File: src/rtl/spi_slave_sync.sv
// Mode-0, MSB-first SPI slave whose pins are oversampled on clk.
// Back-to-back words inside one ss-low window are supported; a reset releasing with ss already low does not start a frame.
module spi_slave_sync #(
    parameter int DATA_WIDTH  = 16,
    parameter int SYNC_STAGES = 2
) (
    input  logic                  clk,
    input  logic                  rst,
    input  logic                  sclk,
    input  logic                  ss,
    input  logic                  mosi,
    output logic                  miso,
    output logic                  miso_oe,
    input  logic [DATA_WIDTH-1:0] data_in,
    output logic                  tx_load,
    output logic [DATA_WIDTH-1:0] data_out,
    output logic                  rx_valid,
    output logic                  frame_err,
    output logic                  busy
);

    localparam int CNT_W = $clog2(DATA_WIDTH);
    localparam logic [CNT_W-1:0] LAST_BIT = CNT_W'(DATA_WIDTH - 1);
    localparam logic [CNT_W-1:0] CNT_ZERO = CNT_W'(0);
    localparam logic [CNT_W-1:0] CNT_ONE  = CNT_W'(1);

    typedef enum logic [0:0] {
        IDLE   = 1'b0,
        ACTIVE = 1'b1
    } state_t;

    function automatic logic [DATA_WIDTH-1:0] shift_in(input logic [DATA_WIDTH-1:0] word,
                                                        input logic                  bit_in);
        return {word[DATA_WIDTH-2:0], bit_in};
    endfunction

    logic [SYNC_STAGES-1:0] sclk_sync_r;
    logic [SYNC_STAGES-1:0] ss_sync_r;
    logic [SYNC_STAGES-1:0] mosi_sync_r;
    logic [SYNC_STAGES-1:0] flush_r;
    logic                   ss_armed_r;
    logic                   sclk_prev_r;
    logic                   ss_prev_r;

    logic sclk_s;
    logic ss_s;
    logic mosi_s;
    logic sclk_rise_s;
    logic sclk_fall_s;
    logic ss_rise_s;
    logic ss_fall_s;

    state_t                  state_r;
    state_t                  state_next_s;
    logic [DATA_WIDTH-1:0]   tx_shift_r;
    logic [DATA_WIDTH-1:0]   tx_shift_next_s;
    logic [DATA_WIDTH-1:0]   rx_shift_r;
    logic [DATA_WIDTH-1:0]   rx_shift_next_s;
    logic [CNT_W-1:0]        bit_cnt_r;
    logic [CNT_W-1:0]        bit_cnt_next_s;
    logic                    reload_pend_r;
    logic                    reload_pend_next_s;
    logic                    miso_oe_r;
    logic                    miso_oe_next_s;
    logic [DATA_WIDTH-1:0]   data_out_r;
    logic [DATA_WIDTH-1:0]   data_out_next_s;
    logic                    rx_valid_r;
    logic                    rx_valid_next_s;
    logic                    tx_load_r;
    logic                    tx_load_next_s;
    logic                    frame_err_r;
    logic                    frame_err_next_s;
    logic                    miso_r;

    assign sclk_s = sclk_sync_r[SYNC_STAGES-1];
    assign ss_s   = ss_sync_r[SYNC_STAGES-1];
    assign mosi_s = mosi_sync_r[SYNC_STAGES-1];

    assign sclk_rise_s = sclk_s & ~sclk_prev_r;
    assign sclk_fall_s = ~sclk_s & sclk_prev_r;
    assign ss_rise_s   = ss_s & ~ss_prev_r;
    // A fall only counts once ss has been seen high after the chain flushed out of reset.
    assign ss_fall_s   = ~ss_s & ss_prev_r & ss_armed_r;

    // Input synchronizers, edge-detect history and frame-start arming.
    always_ff @(posedge clk) begin
        if (rst) begin
            sclk_sync_r <= {SYNC_STAGES{1'b0}};
            ss_sync_r   <= {SYNC_STAGES{1'b1}};
            mosi_sync_r <= {SYNC_STAGES{1'b0}};
            flush_r     <= {SYNC_STAGES{1'b0}};
            ss_armed_r  <= 1'b0;
            sclk_prev_r <= 1'b0;
            ss_prev_r   <= 1'b1;
        end else begin
            sclk_sync_r <= {sclk_sync_r[SYNC_STAGES-2:0], sclk};
            ss_sync_r   <= {ss_sync_r[SYNC_STAGES-2:0], ss};
            mosi_sync_r <= {mosi_sync_r[SYNC_STAGES-2:0], mosi};
            flush_r     <= {flush_r[SYNC_STAGES-2:0], 1'b1};
            if (flush_r[SYNC_STAGES-1] && ss_s) begin
                ss_armed_r <= 1'b1;
            end else begin
                ss_armed_r <= ss_armed_r;
            end
            sclk_prev_r <= sclk_s;
            ss_prev_r   <= ss_s;
        end
    end

    // FSM state register.
    always_ff @(posedge clk) begin
        if (rst) begin
            state_r <= IDLE;
        end else begin
            state_r <= state_next_s;
        end
    end

    // Next-state and datapath decode; ss rise outranks any same-cycle sclk edge.
    always_comb begin
        state_next_s       = state_r;
        tx_shift_next_s    = tx_shift_r;
        rx_shift_next_s    = rx_shift_r;
        bit_cnt_next_s     = bit_cnt_r;
        reload_pend_next_s = reload_pend_r;
        miso_oe_next_s     = miso_oe_r;
        data_out_next_s    = data_out_r;
        rx_valid_next_s    = 1'b0;
        tx_load_next_s     = 1'b0;
        frame_err_next_s   = 1'b0;
        case (state_r)
            IDLE: begin
                if (ss_fall_s) begin
                    state_next_s       = ACTIVE;
                    tx_shift_next_s    = data_in;
                    tx_load_next_s     = 1'b1;
                    bit_cnt_next_s     = CNT_ZERO;
                    reload_pend_next_s = 1'b0;
                    miso_oe_next_s     = 1'b1;
                end else begin
                    state_next_s = IDLE;
                end
            end
            ACTIVE: begin
                if (ss_rise_s) begin
                    frame_err_next_s   = (bit_cnt_r != CNT_ZERO);
                    state_next_s       = IDLE;
                    miso_oe_next_s     = 1'b0;
                    bit_cnt_next_s     = CNT_ZERO;
                    reload_pend_next_s = 1'b0;
                end else if (sclk_rise_s) begin
                    rx_shift_next_s = shift_in(rx_shift_r, mosi_s);
                    if (bit_cnt_r == LAST_BIT) begin
                        data_out_next_s    = shift_in(rx_shift_r, mosi_s);
                        rx_valid_next_s    = 1'b1;
                        bit_cnt_next_s     = CNT_ZERO;
                        reload_pend_next_s = 1'b1;
                    end else begin
                        bit_cnt_next_s = bit_cnt_r + CNT_ONE;
                    end
                end else if (sclk_fall_s) begin
                    if (reload_pend_r) begin
                        tx_shift_next_s    = data_in;
                        tx_load_next_s     = 1'b1;
                        reload_pend_next_s = 1'b0;
                    end else begin
                        tx_shift_next_s = shift_in(tx_shift_r, 1'b0);
                    end
                end else begin
                    state_next_s = ACTIVE;
                end
            end
            default: begin
                state_next_s = IDLE;
            end
        endcase
    end

    // Datapath and output registers.
    always_ff @(posedge clk) begin
        if (rst) begin
            tx_shift_r    <= {DATA_WIDTH{1'b0}};
            rx_shift_r    <= {DATA_WIDTH{1'b0}};
            bit_cnt_r     <= CNT_ZERO;
            reload_pend_r <= 1'b0;
            miso_oe_r     <= 1'b0;
            data_out_r    <= {DATA_WIDTH{1'b0}};
            rx_valid_r    <= 1'b0;
            tx_load_r     <= 1'b0;
            frame_err_r   <= 1'b0;
            miso_r        <= 1'b0;
        end else begin
            tx_shift_r    <= tx_shift_next_s;
            rx_shift_r    <= rx_shift_next_s;
            bit_cnt_r     <= bit_cnt_next_s;
            reload_pend_r <= reload_pend_next_s;
            miso_oe_r     <= miso_oe_next_s;
            data_out_r    <= data_out_next_s;
            rx_valid_r    <= rx_valid_next_s;
            tx_load_r     <= tx_load_next_s;
            frame_err_r   <= frame_err_next_s;
            miso_r        <= miso_oe_r & tx_shift_r[DATA_WIDTH-1];
        end
    end

    assign miso      = miso_r;
    assign miso_oe   = miso_oe_r;
    assign tx_load   = tx_load_r;
    assign data_out  = data_out_r;
    assign rx_valid  = rx_valid_r;
    assign frame_err = frame_err_r;
    assign busy      = (state_r == ACTIVE);

endmodule

File: config.mk
export PLATFORM = sky130hd
export DESIGN_NAME = spi_slave_sync
export DESIGN_NICKNAME = d
export VERILOG_FILES = /design/src/rtl/spi_slave_sync.sv
export SDC_FILE = /design/constraint.sdc
export NUM_CORES = 1
export LEC_CHECK = 0
export ABC_CLOCK_PERIOD_IN_PS = 2400
export BUFFER_PORTS_ARGS = -buffer_cell sky130_fd_sc_hd__clkbuf_2
export CORE_MARGIN = 8
export CORE_UTILIZATION = 59
export CTS_CLUSTER_SIZE = 30
export DETAILED_ROUTE_END_ITERATION = 10
export PLACE_DENSITY_LB_ADDON = 0.25
export SYNTH_ARGS = -nofsm -noshare
export SYNTH_HDL_FRONTEND = slang
export SYNTH_SLANG_ARGS = --single-unit
File: constraint.sdc
create_clock -name clk -period 2.4 [get_ports clk]
set_input_delay 0.12 -clock clk [delete_from_list [all_inputs] [get_ports clk]]
set_output_delay 0.12 -clock clk [all_outputs]
set_load 0.01 [all_outputs]
==> flow_results.org <==
** Run status
- The flow ran to the end, and the final reports show no timing, DRC or antenna violations.

** Die
- The initial utilization of the core area, before any placement, comes to 0.6193.
- Chip Height :: 83.84 um
- Die outline area :: 7028 sq um
- DIE WIDTH :: 83.84 um
- In this run the core area contains 24 standard-cell rows.
- Area of the core region :: 4384 sq um
- 43 I/O pins were placed.

** Worst setup path
- STA classifies the critical path startpoint as a flip-flop.
- Worst path arrival time :: 1950 ps
- Kind of end point of the critical path :: flip-flop
- Required time at the worst-slack endpoint :: 2670 ps
- Worst R2R Setup Slack :: 720 ps
- Maximum fanout count along the critical path :: 32
- Kind of critical path :: flip-flop to flip-flop

** Logic synthesis
- Netlist area before placement :: 2715 sq um
- Counting flops with a built-in enable in the synthesized netlist gives 0.
- In this run, distinct cell masters in the synthesized netlist total 37.
- For this run, the leading register cell type out of synthesis is dfxtp_1.
- Area share of the largest cell type after synthesis :: 0.5088
- Share of async-settable or async-resettable flops after synthesis :: 0
- Cells taking the most area after synthesis :: dfxtp_1 (51%), mux2i_1 (11%), a211oi_2 (6.9%)
- The commonest cells after synthesis are dfxtp_1 (69), nor2_1 (35), nand2_1 (34).
- Sequential fraction of the synthesis area :: 0.5088
- Number of warning messages in the yosys log :: 0
- Synthesis produced a netlist with a net count of 297.
- In the synthesized netlist, the number of instances is 274.
- Largest area contributor in the synthesized netlist :: dfxtp_1
- By instance count, the leading cell after synthesis is dfxtp_1.
- Average footprint of a synthesized cell :: 9.909 sq um
- Synthesized flop and latch total :: 69

** Drt
- In this run the remaining antenna-violating nets after routing total 0.
- In the routed design, unresolved DRC markers number 0.
- After detailed routing, the number of vias per cell comes to 5.331.
- Summed over all layers, the routed wires come to 5022 um.
- WL/cell :: 13.50 um
- Number of design-rule violations left by the first detailed-router iteration :: 151
- The detailed router placed 1983 vias in this run.
- For this run, the detailed router's first-pass iteration total came to 4.

** Global routing
- The via count of the first global-routing pass was 1888.
- For this run, the total global-route usage over all layers was measured as 0.1444.
- The number of antenna violations at the first check in global routing was 0.
- Entering global routing, the biggest net connects 34 pins.
- The first global-routing pass estimated 8487 um of wire.
- After global routing the overflow that remains totals 0.

** Clock network
- Reg clk slew, reported paths :: 70 ps
- Total clock buffers created by CTS :: 9
- In this run the clock root is driven by a clkbuf_8.
- Post-CTS repair changed the size of 0 cells.
- TritonCTS built the clock tree.
- Insertion delay to the later sink of the worst-skew pair :: 330 ps
- Clock tree synthesis found a total of 69 sinks.
- Clock tree buffer depth :: 2
- H-Tree Level Count :: 3

** Cells and area
- Once layout is done, the placed cells without fillers occupy 3095 sq um.
- Compared with the post-synthesis result, the final layout area differs by 14.01%.
- After the last flow step, the layout net total stands at 339.
- In the final layout, the share of cells above drive strength 1 is 0.2563.
- The number of antenna diodes in the final layout is 0.
- Summing all flip-flop and latch instances after layout gives 1381 sq um.
- Fill cells in the final layout number 353.
- In the final layout, the multi-input gates occupy 1206 sq um.

** STA
- Setup violation total in the final timing report :: 0
- Hold Violations, Final :: 0
- The total count of max-transition violations in the final report is 0.
- The tightest hold path in the finished design has a slack of 49.62 ps.
- At the pin with the least slew margin, the transition time is 605.6 ps.
- Final clock period utilization by the worst path :: 0.7005
- Across the routed clock network, the largest skew measured is 7.857 ps.
- Max-slew headroom :: 0.5963
- Adding up every negative setup slack in the final design gives 0 ps.
- Static timing analysis puts the maximum clock frequency at 594.8 MHz.
- Shortest period the worst path allows :: 1681 ps
- Setup repair after global routing left no endpoint under its margin.

** Placed design
- Global placer's final weighted congestion :: 0.8096
- Placed Instance Area :: 2900 sq um
- The HPWL after detailed placement is 3320 um.
- During placement, the flow inserted port buffers numbering 42.

** Pwr
- Pwr/cell area :: 660.3 nW/um^2
- Static leakage :: 1.406 nW
- Worst-case vdd ir drop :: 415.6 uV
- The design draws 2.044 mW.

** Run
- Max-cap violations :: 0

** Hold path
- Min-Delay Path Class :: input port to flip-flop
==> layout make-up <==
cell class / instances / area share
repair buffers: 48 / 0.08488
inverters: 4 / 0.004850
clock buffers: 10 / 0.04446
flip-flops and latches: 69 / 0.4462
multi-input cells: 184 / 0.3897
well taps: 52 / 0.02102
clock inverters: 5 / 0.008892
==> timing repair <==
item / in CTS / in global routing
hold endpoints to repair: 3 / 0
buffers inserted: 0 / 0
hold buffers: 3 / 0
setup endpoints to repair: 0 / 0
==> metrics by stage <==
| step | std cells | setup WS [ps] | utilization |
|---|---|---|---|
| after floorplan | 274 | 939.5 | - |
| after global placement | 354 | 827.0 | 0.6615 |
| after detailed placement | 354 | 773.6 | 0.6615 |
| after CTS | 372 | 703.4 | 0.7061 |
| after global routing | 372 | 542.3 | 0.7061 |
| final | 372 | 718.8 | 0.7061 |
==> path summary, 6_finish.rpt <==
kind | endpoint | cells past startpoint | start
max | tx_shift_r[0] | 4 | busy
min | tx_shift_r[0] | 2 | data_in[0]
max reg2reg | tx_shift_r[0] | 4 | busy
min reg2reg | ss_sync_r[1] | 1 | ss_sync_r[0]
==> per-layer routing <==
layer | part of all wire | track usage | vias to the layer above | wire, um
li1 | - | - | 1019 | -
met1 | 0.46 | 0.1621 | 914 | 2331
met4 | 0.010 | 0.05495 | 0 | 50
met5 | 0 | 0 | - | 0
met3 | 0.051 | 0.06445 | 6 | 258
met2 | 0.47 | 0.2337 | 44 | 2382
==> cell usage in the layout, fill, tap and decap left out <==
cell	instances
dfxtp_1	69
clkbuf_2	42
nor2_1	35
nand2_1	34
mux2i_1	31
a21oi_1	21
a211oi_2	15
clkbuf_8	10
nor2b_1	8
nand3_1	7
inv_1	4
clkinv_2	4
and3_1	3
or2_2	3
nand3b_1	3
dlygate4sd3_1	3
buf_4	3
o21ai_1	2
nand4_1	2
a31oi_1	2
ha_1	2
nand2b_2	1
and2b_1	1
nand3_2	1
and4bb_1	1
a31o_4	1
nand2_4	1
or2_1	1
a21o_1	1
and2_1	1
a22oi_1	1
nor4b_1	1
o21ai_0	1
nor3_1	1
a211oi_1	1
nor3b_1	1
a41o_1	1
clkinvlp_4	1
==> flip-flops by register name (all words and copies together), names as in the netlist <==
register / flops
sclk_sync_r: 2
tx_load: 1
reload_pend_r: 1
mosi_sync_r: 2
ss_sync_r: 2
sclk_prev_r: 1
ss_prev_r: 1
miso_oe: 1
rx_shift_r: 15
data_out: 16
frame_err: 1
tx_shift_r: 16
ss_armed_r: 1
flush_r: 2
miso: 1
busy: 1
rx_valid: 1
bit_cnt_r: 4
==> power by group <==
part | total (mW) | leakage, nW | switching [mW] | internal (mW)
combinational | 0.0890 | 0.760 | 0.0499 | 0.0391
clock | 0.787 | 0.0877 | 0.397 | 0.389
sequential | 1.17 | 0.558 | 0.00836 | 1.16
==> worst max-delay path: stages, from the launching register on <==
cell      delay, ps
dfxtp_1         600
and4bb_1        270
a31o_4          350
nor3b_1         270
a41o_1          130
==> logic make-up after synthesis <==
| family | Yosys count | share of synthesized area |
|---|---|---|
| AOI/OAI and AO/OA | 46 | 0.1364 |
| adders and majority gates | 2 | 0.009215 |
| buffers and inverters | 21 | 0.04700 |
| DFF | 69 | 0.5088 |
| muxes | 31 | 0.1143 |
| and+or+nand+nor | 105 | 0.1843 |
Note: power is estimated with default switching activity, not from simulation.
